$ cat config.mk
export PLATFORM = sky130hd
export DESIGN_NAME = sample_framer_flat
export DESIGN_NICKNAME = d
export VERILOG_FILES = /design/src/rtl/sample_framer_if.sv /design/src/rtl/sample_framer.sv /design/src/flat_wrapper.sv
export SDC_FILE = /design/constraint.sdc
export NUM_CORES = 1
export LEC_CHECK = 0
export ABC_CLOCK_PERIOD_IN_PS = 2200
export CAP_MARGIN = 20
export CORE_MARGIN = 1.5
export CORE_UTILIZATION = 50
export DETAILED_ROUTE_END_ITERATION = 6
export DONT_BUFFER_PORTS = 1
export GPL_ROUTABILITY_DRIVEN = 0
export PLACE_DENSITY_LB_ADDON = 0.15
export SLEW_MARGIN = 20
export SYNTH_ARGS = -nofsm -noshare
export SYNTH_HDL_FRONTEND = slang
export SYNTH_SLANG_ARGS = --single-unit
export TNS_END_PERCENT = 100
$ cat constraint.sdc
create_clock -name clk_i -period 2.2 [get_ports clk_i]
set_clock_uncertainty 0.2 [all_clocks]
set_input_delay 0.11 -clock clk_i [delete_from_list [all_inputs] [get_ports clk_i]]
set_output_delay 0.11 -clock clk_i [all_outputs]
set_load 0.05 [all_outputs]
$ cat src/rtl/sample_framer_if.sv
// Handshake bundle between the SAR sample source, the framer and uart_tx.
// slave: the framer side. master: the side that drives samples and busy.
interface sample_framer_if;
    logic [11:0] sample_i;
    logic        sample_valid_i;
    logic        sample_ready_o;
    logic [7:0]  tx_data_o;
    logic        tx_en_o;
    logic        tx_busy_i;
    logic        frame_active_o;

    modport slave (
        input  sample_i, sample_valid_i, tx_busy_i,
        output sample_ready_o, tx_data_o, tx_en_o, frame_active_o
    );

    modport master (
        output sample_i, sample_valid_i, tx_busy_i,
        input  sample_ready_o, tx_data_o, tx_en_o, frame_active_o
    );
endinterface

$ cat src/rtl/sample_framer.sv
// sample_framer: buffers 12-bit ADC samples and sends each one to uart_tx as a
// 3-byte frame {HEADER, {seq, msbs}, lsbs}, one byte per en/busy handshake.
module sample_framer #(
    parameter int         DEPTH  = 4,
    parameter logic [7:0] HEADER = 8'hA5
) (
    input logic             clk_i,
    input logic             reset_i,
    sample_framer_if.slave  bus
);
    localparam int AW = $clog2(DEPTH);
    localparam logic [AW:0] FULL_CNT = (AW+1)'(DEPTH);

    localparam logic [1:0] IDLE    = 2'd0;
    localparam logic [1:0] SEND    = 2'd1;
    localparam logic [1:0] WAIT_HI = 2'd2;
    localparam logic [1:0] WAIT_LO = 2'd3;

    logic [11:0]   mem_q [DEPTH];
    logic [AW-1:0] wr_ptr_q, wr_ptr_d;
    logic [AW-1:0] rd_ptr_q, rd_ptr_d;
    logic [AW:0]   count_q, count_d;
    logic          ready_q, ready_d;

    logic [1:0]    state_q, state_d;
    logic [1:0]    idx_q, idx_d;
    logic [11:0]   frame_q, frame_d;
    logic [3:0]    seq_q, seq_d;
    logic [7:0]    tx_data_q, tx_data_d;
    logic          tx_en_q, tx_en_d;
    logic          active_q, active_d;

    logic          push, pop;
    logic [7:0]    cur_byte;

    // ready is registered, so a full FIFO refuses pushes even on a pop edge
    assign push = bus.sample_valid_i && ready_q;
    assign pop  = (state_q == IDLE) && (count_q != '0);

    // Byte currently selected by the frame index
    always_comb begin
        cur_byte = HEADER;
        case (idx_q)
            2'd1:    cur_byte = {seq_q, frame_q[11:8]};
            2'd2:    cur_byte = frame_q[7:0];
            default: cur_byte = HEADER;
        endcase
    end

    // FIFO pointer/occupancy next state; pointers wrap naturally (DEPTH is 2^AW)
    always_comb begin
        wr_ptr_d = wr_ptr_q;
        rd_ptr_d = rd_ptr_q;
        count_d  = count_q;
        if (push) wr_ptr_d = wr_ptr_q + 1'b1;
        if (pop)  rd_ptr_d = rd_ptr_q + 1'b1;
        if (push && !pop)      count_d = count_q + (AW+1)'(1);
        else if (pop && !push) count_d = count_q - (AW+1)'(1);
        ready_d = (count_d != FULL_CNT);
    end

    // Frame FSM: pop, then per byte wait for idle uart, strobe, see busy rise and fall
    always_comb begin
        state_d   = state_q;
        idx_d     = idx_q;
        seq_d     = seq_q;
        frame_d   = frame_q;
        tx_data_d = tx_data_q;
        tx_en_d   = 1'b0;
        case (state_q)
            IDLE: begin
                if (count_q != '0) begin
                    frame_d = mem_q[rd_ptr_q];
                    idx_d   = 2'd0;
                    state_d = SEND;
                end
            end
            SEND: begin
                if (!bus.tx_busy_i) begin
                    tx_data_d = cur_byte;
                    tx_en_d   = 1'b1;
                    state_d   = WAIT_HI;
                end
            end
            WAIT_HI: begin
                if (bus.tx_busy_i) state_d = WAIT_LO;
            end
            WAIT_LO: begin
                if (!bus.tx_busy_i) begin
                    if (idx_q == 2'd2) begin
                        seq_d   = seq_q + 4'd1;
                        state_d = IDLE;
                    end else begin
                        idx_d   = idx_q + 2'd1;
                        state_d = SEND;
                    end
                end
            end
            default: state_d = IDLE;
        endcase
        active_d = (state_d != IDLE);
    end

    // Sample storage; contents are don't-care until written, so no reset
    always_ff @(posedge clk_i) begin
        if (push) mem_q[wr_ptr_q] <= bus.sample_i;
    end

    // Control and output registers with synchronous reset
    always_ff @(posedge clk_i) begin
        if (reset_i) begin
            wr_ptr_q  <= '0;
            rd_ptr_q  <= '0;
            count_q   <= '0;
            ready_q   <= 1'b1;
            state_q   <= IDLE;
            idx_q     <= 2'd0;
            frame_q   <= 12'h000;
            seq_q     <= 4'd0;
            tx_data_q <= 8'h00;
            tx_en_q   <= 1'b0;
            active_q  <= 1'b0;
        end else begin
            wr_ptr_q  <= wr_ptr_d;
            rd_ptr_q  <= rd_ptr_d;
            count_q   <= count_d;
            ready_q   <= ready_d;
            state_q   <= state_d;
            idx_q     <= idx_d;
            frame_q   <= frame_d;
            seq_q     <= seq_d;
            tx_data_q <= tx_data_d;
            tx_en_q   <= tx_en_d;
            active_q  <= active_d;
        end
    end

    assign bus.sample_ready_o = ready_q;
    assign bus.tx_data_o      = tx_data_q;
    assign bus.tx_en_o        = tx_en_q;
    assign bus.frame_active_o = active_q;
endmodule
$ cat src/flat_wrapper.sv
// flat-port wrapper written by rule: the top's interface ports become plain ports
module sample_framer_flat 
#(
    parameter int         DEPTH  = 4,
    parameter logic [7:0] HEADER = 8'hA5
)
  (clk_i, reset_i, bus_sample_i, bus_sample_valid_i, bus_tx_busy_i, bus_sample_ready_o, bus_tx_data_o, bus_tx_en_o, bus_frame_active_o);
  sample_framer_if bus_i ();
  input logic clk_i;
  input logic reset_i;
  input wire logic [$bits(bus_i.sample_i)-1:0] bus_sample_i;
  input wire logic [$bits(bus_i.sample_valid_i)-1:0] bus_sample_valid_i;
  input wire logic [$bits(bus_i.tx_busy_i)-1:0] bus_tx_busy_i;
  output wire logic [$bits(bus_i.sample_ready_o)-1:0] bus_sample_ready_o;
  output wire logic [$bits(bus_i.tx_data_o)-1:0] bus_tx_data_o;
  output wire logic [$bits(bus_i.tx_en_o)-1:0] bus_tx_en_o;
  output wire logic [$bits(bus_i.frame_active_o)-1:0] bus_frame_active_o;
  assign bus_i.sample_i = bus_sample_i;
  assign bus_i.sample_valid_i = bus_sample_valid_i;
  assign bus_i.tx_busy_i = bus_tx_busy_i;
  assign bus_sample_ready_o = bus_i.sample_ready_o;
  assign bus_tx_data_o = bus_i.tx_data_o;
  assign bus_tx_en_o = bus_i.tx_en_o;
  assign bus_frame_active_o = bus_i.frame_active_o;
  sample_framer #(.DEPTH(DEPTH), .HEADER(HEADER)) u_core (.clk_i(clk_i), .reset_i(reset_i), .bus(bus_i));
endmodule
; Word-level counts from Yosys, hierarchy flattened
; Memories as Yosys holds them, arrays and structs flattened. A register that Yosys moved wholly into a read port is not among the register bits.
; Cells that the tools add are included.
[word_totals]
regBits = 26
ramBits = 48
input_bits = 16
output_inout_bits = 11
memories = 1
[memory_table]
columns = name, words, width, read_ports, rd_ports_with_merged_regs, write_ports, line_no
row1 = u_core.mem_q, 4, 12, 1, 1, 1, sample_framer.sv:19  ; logic [11:0] mem_q [DEPTH];
[op_classes]
n_addsub = 6
n_eq_ne = 9
mux = 16
bitwise = 2
reduce_logical = 15
[op_table]
columns = operator, n
row1 = 8-bit case mux with 2 select lines, 1
row2 = 2-bit 2-to-1 mux, 7
row3 = 2-bit case mux with 4 select lines, 1
row4 = "2-bit by 1-bit adder with 2-bit output, second input constant", 3
row5 = "2-bit == test, second input constant", 3
row6 = 3-bit 2-to-1 mux, 2
row7 = "2-bit inequality test, second input constant", 3
row8 = "4-bit by 1-bit adder with 4-bit output, second input constant", 1
row9 = "2-bit by 1-bit == test with 1-bit output, second input constant", 2
row10 = 1-bit logical AND, 4
row11 = 1-bit 2-to-1 mux, 4
row12 = 2-bit case mux with 2 select lines, 1
row13 = 2-bit AND reduction, 2
row14 = 4-bit AND reduction, 1
row15 = 2-bit nonzero test, 2
row16 = "3-bit by 1-bit adder with 3-bit output, second input constant", 1
row17 = "3-bit inequality test, second input constant", 1
row18 = 3-bit AND reduction, 1
row19 = 3-bit nonzero test, 1
row20 = "3-bit by 1-bit subtractor with 3-bit output, second input constant", 1
row21 = 1-bit logical NOT, 2
row22 = 2-bit logical NOT, 1
row23 = 1-bit NOT, 2
row24 = 2-bit OR reduction, 1

; Logic depth before layout (Yosys ltp)
; Gate-level depths: netlist (run 1).
[logic_depth]
word_depth = 6
ltp_mapped = 7
mapped_depth_nobuf = 6

; Least setup slack after synthesis (run 1)
; Ideal clock, no wire load.
[synth_path]
path_type = reg2reg
start = register u_core.ready_q (netlist: u_core.bus.sample_ready_o)
end = register u_core.count_q[2]
setup_time_ns = 0.120
arrival_ns = 1.513
t_required_ns = 1.880
path_slack_ns = 0.367
stages_incl_launch_ff = 6
n_path_buf = 1
cell_sequence = dfxtp_1 and2_1 buf_2 o211ai_1 and4b_1 or2_1
[synth_via]
elab_chain_len = 5
word_cells_on_any_way = 6
classes_between = 2 x mux / 4 x reduce/logical
[synth_rtl]
columns = item, line_no
row1 = "start, declared", sample_framer.sv:23  ; logic ready_q, ready_d;
row2 = "start signal, assigned", sample_framer.sv:127  ; ready_q <= ready_d;
row3 = 1-bit logical AND (*), sample_framer.sv:37  ; assign push = bus.sample_valid_i && ready_q;
row4 = 1-bit logical NOT, sample_framer.sv:58  ; else if (pop && !push) count_d = count_q - (AW+1)'(1);
row5 = 1-bit logical AND, sample_framer.sv:58
row6 = 3-bit 2-to-1 mux, sample_framer.sv:58
row7 = 3-bit 2-to-1 mux (*), sample_framer.sv:57  ; if (push && !pop) count_d = count_q + (AW+1)'(1);
row8 = "end signal, assigned", sample_framer.sv:126  ; count_q <= count_d;
row9 = "end, declared", sample_framer.sv:22  ; logic [AW:0] count_q, count_d;
; Mark *: on every way between the ends. The rest lies on a longest branch, timed or not.
; A chain may end at the register's enable or synchronous reset.

; Final worst setup path (run 1)
[layout_path]
start = register u_core.state_q[0]
end = register u_core.active_q (netlist: u_core.bus.frame_active_o)
[layout_via]
elab_chain_len = 3
word_cells_on_any_way = 10
classes_between = 3 x eq/ne / 5 x mux / 2 x reduce/logical
[layout_rtl]
columns = item, line_no
row1 = "start, declared", sample_framer.sv:25  ; logic [1:0] state_q, state_d;
row2 = "start signal, assigned", sample_framer.sv:128  ; state_q <= state_d;
row3 = "2-bit == test, or another cell as far along", sample_framer.sv:70  ; case (state_q)
row4 = 2-bit case mux with 4 select lines (*), sample_framer.sv:70
row5 = 2-bit nonzero test (*), sample_framer.sv:101  ; active_d = (state_d != IDLE);
row6 = "end signal, assigned", sample_framer.sv:134  ; active_q <= active_d;
row7 = "end, declared", sample_framer.sv:31  ; logic active_q, active_d;
; Marks and branches as above.

==> results of run 1 <==
[routing by layer]
layer  GRT usage, %  share of wire, %  up-vias
li1               -                 -     1022
met1           24.1                48      980
met2           27.1                47       44
met3           4.95               4.0        2
met4           5.28              0.61        0
met5              0                 0        -
[Yosys cell counts, drive strengths merged, types with 2 or more instances]
master | count | area [um^2]
nand2b | 3 | 18.8
nor3 | 8 | 71.3
dfxtp | 38 | 761
ha | 10 | 125
mux4 | 12 | 285
nand2 | 32 | 120
nor2b | 2 | 12.5
nand4 | 2 | 12.5
a211oi | 6 | 45.0
a21oi | 20 | 104
or2 | 3 | 21.3
and3 | 6 | 37.5
edfxtp | 48 | 1440
a31oi | 2 | 12.5
o21ai | 3 | 15.0
nor4 | 2 | 12.5
xor2 | 2 | 17.5
and4b | 2 | 20.0
xnor2 | 4 | 35.0
clkbuf | 6 | 22.5
buf | 9 | 61.3
nor2 | 20 | 77.6
inv | 6 | 22.5
a22oi | 4 | 30.0
a221oi | 4 | 35.0
[what timing repair did]
action / 4_1_cts / 5_1_grt
hold buffers: 18 / 1
buffers inserted: 0 / 0
endpoints found under the hold margin: 86 / 5
setup endpoints to repair: 0 / 1
gates resized for setup: 0 / 1
[where the power goes]
group          internal, mW  switching (mW)
Combinational         0.529           0.705
Clock                 0.422           0.582
Sequential             1.98           0.222
[worst reg2reg max path, stage by stage, from the launching register on]
cell and delay [ns]:
dfxtp_1 0.45, or3b_4 0.49, a21oi_2 0.14, dlygate4sd3_1 0.57, or2_1 0.09
[cell families (layout without fill, tap and decap cells)]
group / after synthesis / after routing / share of synthesized area (%)
flip-flops: 86 / 86 / 63.2
AND/OR/NAND/NOR: 84 / 84 / 12.3
AO/OA/AOI/OAI: 43 / 43 / 7.86
buffers and inverters: 21 / 50 / 3.05
multiplexers: 13 / 13 / 8.47
adder cells (fa/ha/maj): 10 / 10 / 3.59
XOR/XNOR: 6 / 6 / 1.51
[sequential cells by signal (all words and copies together) (netlist names)]
name / count
u_core.bus.frame_active_o: 1
u_core.bus.sample_ready_o: 1
u_core.bus.tx_data_o: 8
u_core.bus.tx_en_o: 1
u_core.count_q: 3
u_core.frame_q: 12
u_core.idx_q: 2
u_core.mem_q: 48
u_core.rd_ptr_q: 2
u_core.seq_q: 4
u_core.state_q: 2
u_core.wr_ptr_q: 2
[layout make-up]
class	instances	share of cell area [%]
clock buffers	9	3.13
well taps	80	2.53
flip-flops and latches	86	55.7
repair buffers	28	6.78
clock inverters	7	1.39
multi-input cells	156	29.9
inverters	6	0.570
[cells in the final DEF (no fill, tap or decap), types with 2 or more instances in the layout]
master          n
edfxtp_1       48
dfxtp_1        38
nand2_1        32
a21oi_1        19
nor2_1         19
dlygate4sd3_1  18
ha_1           10
clkbuf_8        9
buf_4           9
mux4_2          8
inv_1           6
and3_1          6
a211oi_1        6
a22oi_1         4
nor3_2          4
a221oi_1        4
xnor2_1         4
mux4_1          4
nand2b_1        3
nor3_1          3
inv_6           3
nor2b_1         2
o21ai_0         2
a31oi_1         2
or2_1           2
and4b_1         2
nand4_1         2
xor2_1          2
nor4_1          2
clkinv_4        2
[final timing paths]
path                                       start                                   end
hold / removal                     bus_tx_busy_i          u_core.seq_q[0]$_SDFFE_PP0P_
setup reg to reg    u_core.state_q[0]$_SDFF_PP0_  u_core.bus.frame_active_o$_SDFF_PP0_
hold reg to reg   u_core.frame_q[2]$_SDFFE_PP0P_        u_core.frame_q[2]$_SDFFE_PP0P_
setup / recovery    u_core.state_q[0]$_SDFF_PP0_  u_core.bus.frame_active_o$_SDFF_PP0_
==> out/metrics.cfg, run 1 <==
[die]
die_h_um = 86.5
start_util_pct = 51.6
design.core.area_um2 = 6760
io_pins = 27
dieArea_um2 = 7480
die_w_um = 86.5
fp-row-count = 30

[cells_and_area]
stdcell_area_um2 = 3950
multi_input_area_um2 = 1180
layout-drive-gt1-share_pct = 14.4
post-route-util_pct = 58.5
fillers = 566
nets = 313
seqCellArea_um2 = 2200
syn_to_final_growth_pct = 13.4
final_cells = 372
diodes = 0

[timing]
setup-tns-final_ns = 0
finalCritPeriodShare_pct = 90.3
slew_violations = 0
tightest_slew_ns = 0.653
fmax_ghz = 0.503
post-route-min-period_ns = 1.99
fin_ws_ns = 0.212
slew_headroom_pct = 56.5
finalHoldViolCount = 0
rsz0062_at_grt = no
setup_violations = 0
hold_ws_ns = 0.00916

[synthesis]
yosys_warnings = 0
synth_edf_count = 48
ys_seq_elements = 86
ys_seq_area_share_pct = 63.2
avgSynthCellArea_um2 = 13.3
synthArstFlopShare_pct = 0
netlist_area_um2 = 3490
syn_inst = 263
synthFlopType = edfxtp_1
synthDistinctLibCells = 44
synth_fp_nets = 289

[grt]
grt_antenna_before_repair = 0
grt_first_pass_wirelength_um = 9830
grt-ovfl-total = 0
grt_max_degree = 38
grt_pass1_vias = 1985
grt_usage_pct = 17.5

[cts]
clk_latency_ns = 0.35
cts_tree = yes
ctsLongestPathBuffers = 2
cts_root_buffer = clkbuf_8
h-tree-depth = 3
cts_buffers = 9
path_clk_slew_ns = 0.10
clock-sinks = 86

[critical_path]
r2r_slack_ns = 0.21
path_buf_inv = 1
crit_fanout = 10
crit_chain = or3b_4, a21oi_2, dlygate4sd3_1, or2_1
path_depth = 4
worstPathRequired_ns = 2.31
crit_type = register to register
cp.arrival_ns = 2.10
path_delay_family = simple AND/OR/NAND/NOR gates
end_kind = register
worst_path_max_delay_cell = dlygate4sd3_1
start_kind = register
r2r_cells = 4
max_stage_delay_ns = 0.57

[status]
outcome = completed

[drt]
route.detailed.drc = 0
vias = 2048
drtIter0Drc = 72
dr.pass1.iters = 4
routed_via_density = 5.51
wl_per_cell_um = 15.9
routed_wl_um = 5900
detail-route-antenna-nets = 0

[pwr]
pwr_density_cell_nw_per_um2 = 1120
ir_drop_uv = 577
power_mw = 4.44
p_leak_nw = 1.37

[job]
drv_cap = 0

[placed_design]
pre_cts_slack_ns = 0.311
placed_cells = 337
io_buffers = 0
place_hpwl_um = 3660
postPlaceCellArea_um2 = 3570

[worst_hold_path]
hold_path_class = primary input to register
whs_path_depth = 3

Note: power is estimated with default switching activity, not from simulation.
==> run 2, diff against run 1 <==
--- a/config.mk
+++ b/config.mk
@@ -13,5 +13,5 @@
 export DONT_BUFFER_PORTS = 1
 export GPL_ROUTABILITY_DRIVEN = 0
-export PLACE_DENSITY_LB_ADDON = 0.15
+export PLACE_DENSITY = 0.72
 export SLEW_MARGIN = 20
 export SYNTH_ARGS = -nofsm -noshare
--- a/constraint.sdc
+++ b/constraint.sdc
@@ -3,3 +3,3 @@
 set_input_delay 0.11 -clock clk_i [delete_from_list [all_inputs] [get_ports clk_i]]
 set_output_delay 0.11 -clock clk_i [all_outputs]
-set_load 0.05 [all_outputs]
+set_load 0.005 [all_outputs]
==> run 2 against run 1 <==
First-iteration DRC count rose by 140%. Cell count is 1.1% lower. Clock power rose by 20%. Cell area increased by 0.32%. Via count shrank 1.4%. Flip-flop and latch count stayed put. Sequential power is essentially flat. Power increased by 0.92%.
==> out/metrics.cfg, run 2 (synthesized netlist as in run 1, its figures left out) <==
[grt]
grt_usage_pct = 16.8
grt-ovfl-total = 0
grt_first_pass_wirelength_um = 9540
grt_pass1_vias = 1942
grt_max_degree = 38
grt_antenna_before_repair = 0

[pwr]
power.share.clock_pct = 26.9
seqPwrFrac_pct = 48.4
p_comb_share_pct = 24.7
ir_drop_uv = 639
switchingPower_mw = 1.38
pwr_density_cell_nw_per_um2 = 1130
intPower_mw = 3.10
p_leak_nw = 1.37
power_mw = 4.48
swShare_pct = 30.8

[critical_path]
crit_chain = or3b_4, a21oi_2, dlygate4sd3_1, or2_1
cp.arrival_ns = 2.08
start_kind = register
worstPathRequired_ns = 2.30
worst_path_max_delay_cell = dlygate4sd3_1
end_kind = register
crit_fanout = 10
crit_type = register to register
max_stage_delay_ns = 0.56

[cts]
ctsLongestPathBuffers = 2
path_clk_slew_ns = 0.09
cts_root_buffer = clkbuf_8
cts_buffers = 9
clock-sinks = 86
h-tree-depth = 3
cts_tree = yes
clk_latency_ns = 0.34
cts_setup_buffers = 0

[placed_design]
pre_cts_slack_ns = 0.287
place_hpwl_um = 3560
postPlaceCellArea_um2 = 3540
io_buffers = 0

[drt]
dr.pass1.iters = 4
detail-route-antenna-nets = 0
routed_wl_um = 5690
vias = 2020
routed_via_density = 5.49
wl_per_cell_um = 15.5
drtIter0Drc = 170
route.detailed.drc = 0

[die]
die_w_um = 86.5
dieArea_um2 = 7480
design.core.area_um2 = 6760
fp-row-count = 30
start_util_pct = 51.6
io_pins = 27
die_h_um = 86.5

[timing]
rsz0062_at_grt = no
finalHoldViolCount = 0
fmax_ghz = 0.503
tightest_slew_ns = 0.567
setup-tns-final_ns = 0
slew_violations = 0
fin_ws_ns = 0.213
finalCritPeriodShare_pct = 90.3
setup_violations = 0
slew_headroom_pct = 62.2
post-route-min-period_ns = 1.99

[cells_and_area]
syn_to_final_growth_pct = 13.7
diodes = 0
post-route-util_pct = 58.7
final_cell_mix = edfxtp_1, dfxtp_1, nand2_1
layout-drive-gt1-share_pct = 13.2
largest_reg_flops = 48
nets = 309
top_register = u_core.mem_q
final_common_cell = edfxtp_1
fillers = 525
stdcell_area_um2 = 3960

[worst_hold_path]
hold_path_class = primary input to register

[job]
drv_cap = 0

[status]
outcome = completed

## run 2: changes by cell type in the layout (fill, tap and decap cells not counted), sizes merged
cell | previous run | this run
buf | 10 | 6
bufinv | 0 | 2
inv | 9 | 7
## run 2: worst paths after layout
path,slack [ns],start,cells past startpoint,endpoint
setup reg to reg,0.21,u_core.state_q[0]$_SDFF_PP0_,4,u_core.bus.frame_active_o$_SDFF_PP0_
setup / recovery,0.21,u_core.state_q[0]$_SDFF_PP0_,4,u_core.bus.frame_active_o$_SDFF_PP0_
hold / removal,0.03,bus_tx_busy_i,3,u_core.seq_q[0]$_SDFFE_PP0P_
hold reg to reg,0.26,u_core.frame_q[4]$_SDFFE_PP0P_,2,u_core.frame_q[4]$_SDFFE_PP0P_
## run 2: power by group through the flow
stage | combinational (mW) | sequential, mW | clock, mW
after CTS | 1.11 | 2.17 | 1.23
after global placement | 1.03 | 2.20 | 0
after floorplan | 0.933 | 2.13 | 0
after detailed placement | 1.06 | 2.21 | 0
after global routing | 1.24 | 2.22 | 1.30
final | 1.11 | 2.17 | 1.20
## run 2: cell type report
cell class,instances,area (um^2),area share [%]
well taps,80,100,2.53
inverters,6,22.5,0.568
clock inverters,7,97.6,2.46
flip-flops and latches,86,2200,55.6
multi-input cells,156,1180,29.8
clock buffers,9,124,3.13
repair buffers,24,238,6.00
## run 2: worst max-delay path: cells and delay by family, from the launching register on
kind / cells / cell delay, ns
AOI/OAI and AO/OA: 1 / 0.14
DFF: 1 / 0.46
buffers and inverters: 1 / 0.56
and+or+nand+nor: 2 / 0.58
## run 2: metrics by stage
step	cells	hold slack (ns)
3_3_place_gp	333	-0.0152
3_5_place_dp	333	-0.0152
4_1_cts	367	0.00320
2_1_floorplan	263	0.00887
6_report	368	0.0280
5_1_grt	368	0.0166
## run 2: repair_timing
item / CTS / global route
hold buffers: 18 / 1
endpoints found under the setup margin: 0 / 1
hold endpoints to repair: 86 / 5
resized for setup: 0 / 1
## run 2: routing by layer
metal	part of all wire, %	wire length, um	global-route usage (%)
met5	0	0	0
met2	45	2550	24.5
met4	1.7	97	7.04
met1	50	2860	24.6
met3	3.1	174	3.62
==> run 3, diff against run 2 <==
CELL_PAD_IN_SITES_DETAIL_PLACEMENT = 2   (was unset)
CELL_PAD_IN_SITES_GLOBAL_PLACEMENT = 2   (was unset)
CORE_UTILIZATION = 44   (was 50)
PLACE_DENSITY = 0.85   (was 0.72)
==> run 3 against run 2 <==
Combinational power up 13%. Sequential share of layout area is 0.40 points lower. Utilization down 6.7 points. Power increased by 3.0%. Via count up 7.8%. Worst hold slack lost 0.0098 ns. First-iteration DRC count decreased by 52%. Non-clock buffer count up 2. Flip-flop and latch count is the same. Largest cell class unchanged. Clock-buffer cell count is the same. Setup slack lost 0.054 ns. Fmax down 2.6%.
==> out/metrics.cfg, run 3 (synthesized netlist as in run 1, its figures left out) <==
[critical_path]
start_kind = register
crit_type = register to register
path_delay_family = compound AO/OA/AOI/OAI gates
max_stage_delay_ns = 0.44
r2r-start = u_core.count_q[0]$_SDFF_PP0_
path_buf_inv = 1
cp-startpoint = u_core.count_q[0]$_SDFF_PP0_
worstPathRequired_ns = 2.26
crit_chain = inv_1, ha_1, nor2b_2, o21ai_1, a211oi_1, a311oi_1
end_kind = register
cp.arrival_ns = 2.10
r2r_cells = 6
crit_fanout = 6
worst_path_max_delay_cell = dfxtp_1
path_depth = 6

[worst_hold_path]
min_from = bus_tx_busy_i
hold_path_class = primary input to register
whs_path_depth = 3

[timing]
tightest_slew_ns = 0.623
hold_ws_ns = 0.0182
rsz0062_at_grt = no
slew_headroom_pct = 58.4
slew_violations = 0
setup_violations = 0
post-route-min-period_ns = 2.04
setup-tns-final_ns = 0
finalHoldViolCount = 0
finalCritPeriodShare_pct = 92.8
fmax_ghz = 0.490

[drt]
dr.pass1.iters = 4
route.detailed.drc = 0
detail-route-antenna-nets = 0
drtIter0Drc = 81
vias = 2177
routed_wl_um = 8490
routed_via_density = 5.55
wl_per_cell_um = 21.7

[cells_and_area]
syn_to_final_growth_pct = 14.5
final_cells = 392
diodes = 0
final_common_cell = edfxtp_1
post-route-util_pct = 51.9
top_register = u_core.mem_q
layout-drive-gt1-share_pct = 14.8
final_cell_mix = edfxtp_1, dfxtp_1, nand2_1
largest_reg_flops = 48
nets = 311

[pwr]
p_leak_nw = 1.38
ir_drop_uv = 518
pwr_density_cell_nw_per_um2 = 1160
power_mw = 4.62

[job]
drv_cap = 0

[cts]
cts_tree = yes
ctsLongestPathBuffers = 2
cts_root_buffer = clkbuf_8
cts_setup_buffers = 0
cts_buffers = 9
h-tree-depth = 3
clk_latency_ns = 0.36
path_clk_slew_ns = 0.10
clock-sinks = 86

[placed_design]
place_hpwl_um = 5220
placed_cells = 357
io_buffers = 0

[die]
start_util_pct = 45.3
fp-row-count = 32
dieArea_um2 = 8460
io_pins = 27
die_h_um = 92.0
die_w_um = 92.0
design.core.area_um2 = 7690

[grt]
grt_pass1_vias = 2417
grt_usage_pct = 22.0
grt-ovfl-total = 0
grt_antenna_before_repair = 0
grt_first_pass_wirelength_um = 13500
grt_max_degree = 38

[status]
outcome = completed

-- run 3: timing repair --
item / in CTS / in global routing
setup endpoints to repair: 0 / 3
endpoints found under the hold margin: 86 / 4
hold buffers: 18 / 1
gates resized for setup: 0 / 3
-- run 3: final cells by class --
class / count / area (um^2)
Tap cell: 102 / 128
Inverter: 6 / 22.5
Sequential cell: 86 / 2200
Clock buffer: 9 / 124
Clock inverter: 7 / 78.8
Fill cell: 729 / 3690
Timing Repair Buffer: 26 / 253
Multi-Input combinational cell: 156 / 1180
-- run 3: final timing paths --
path	endpoint	slack [ns]
max	u_core.count_q[1]$_SDFF_PP0_	0.16
min	u_core.seq_q[0]$_SDFFE_PP0P_	0.02
max reg2reg	u_core.count_q[1]$_SDFF_PP0_	0.16
min reg2reg	u_core.frame_q[10]$_SDFFE_PP0P_	0.28
-- run 3: per-layer routing --
layer | global-route usage, % | up-vias | routed length [um]
met1 | 25.5 | 1120 | 3550
met4 | 7.44 | 0 | 130
met3 | 5.14 | 9 | 229
met5 | 0 | - | 0
li1 | - | 1014 | -
met2 | 39.8 | 34 | 4590
-- run 3: per-stage QoR --
stage	cell area (um^2)	setup slack (ns)
after floorplan	3490	0.449
after global placement	3580	0.359
after detailed placement	3580	0.196
after CTS	3980	0.0618
after global routing	3990	0.0897
final	3990	0.159
-- run 3: power breakdown --
part | switching [mW] | internal, mW | total (mW)
Combinational | 0.736 | 0.516 | 1.25
Sequential | 0.226 | 1.98 | 2.21
Clock | 0.618 | 0.539 | 1.16
Total | 1.58 | 3.04 | 4.62
-- run 3: worst min-delay path: cells and delay by family --
| kind | cells | cell delay, ns |
|---|---|---|
| xor gates and xnor gates | 1 | 0.16 |
| and+or+nand+nor | 2 | 0.27 |
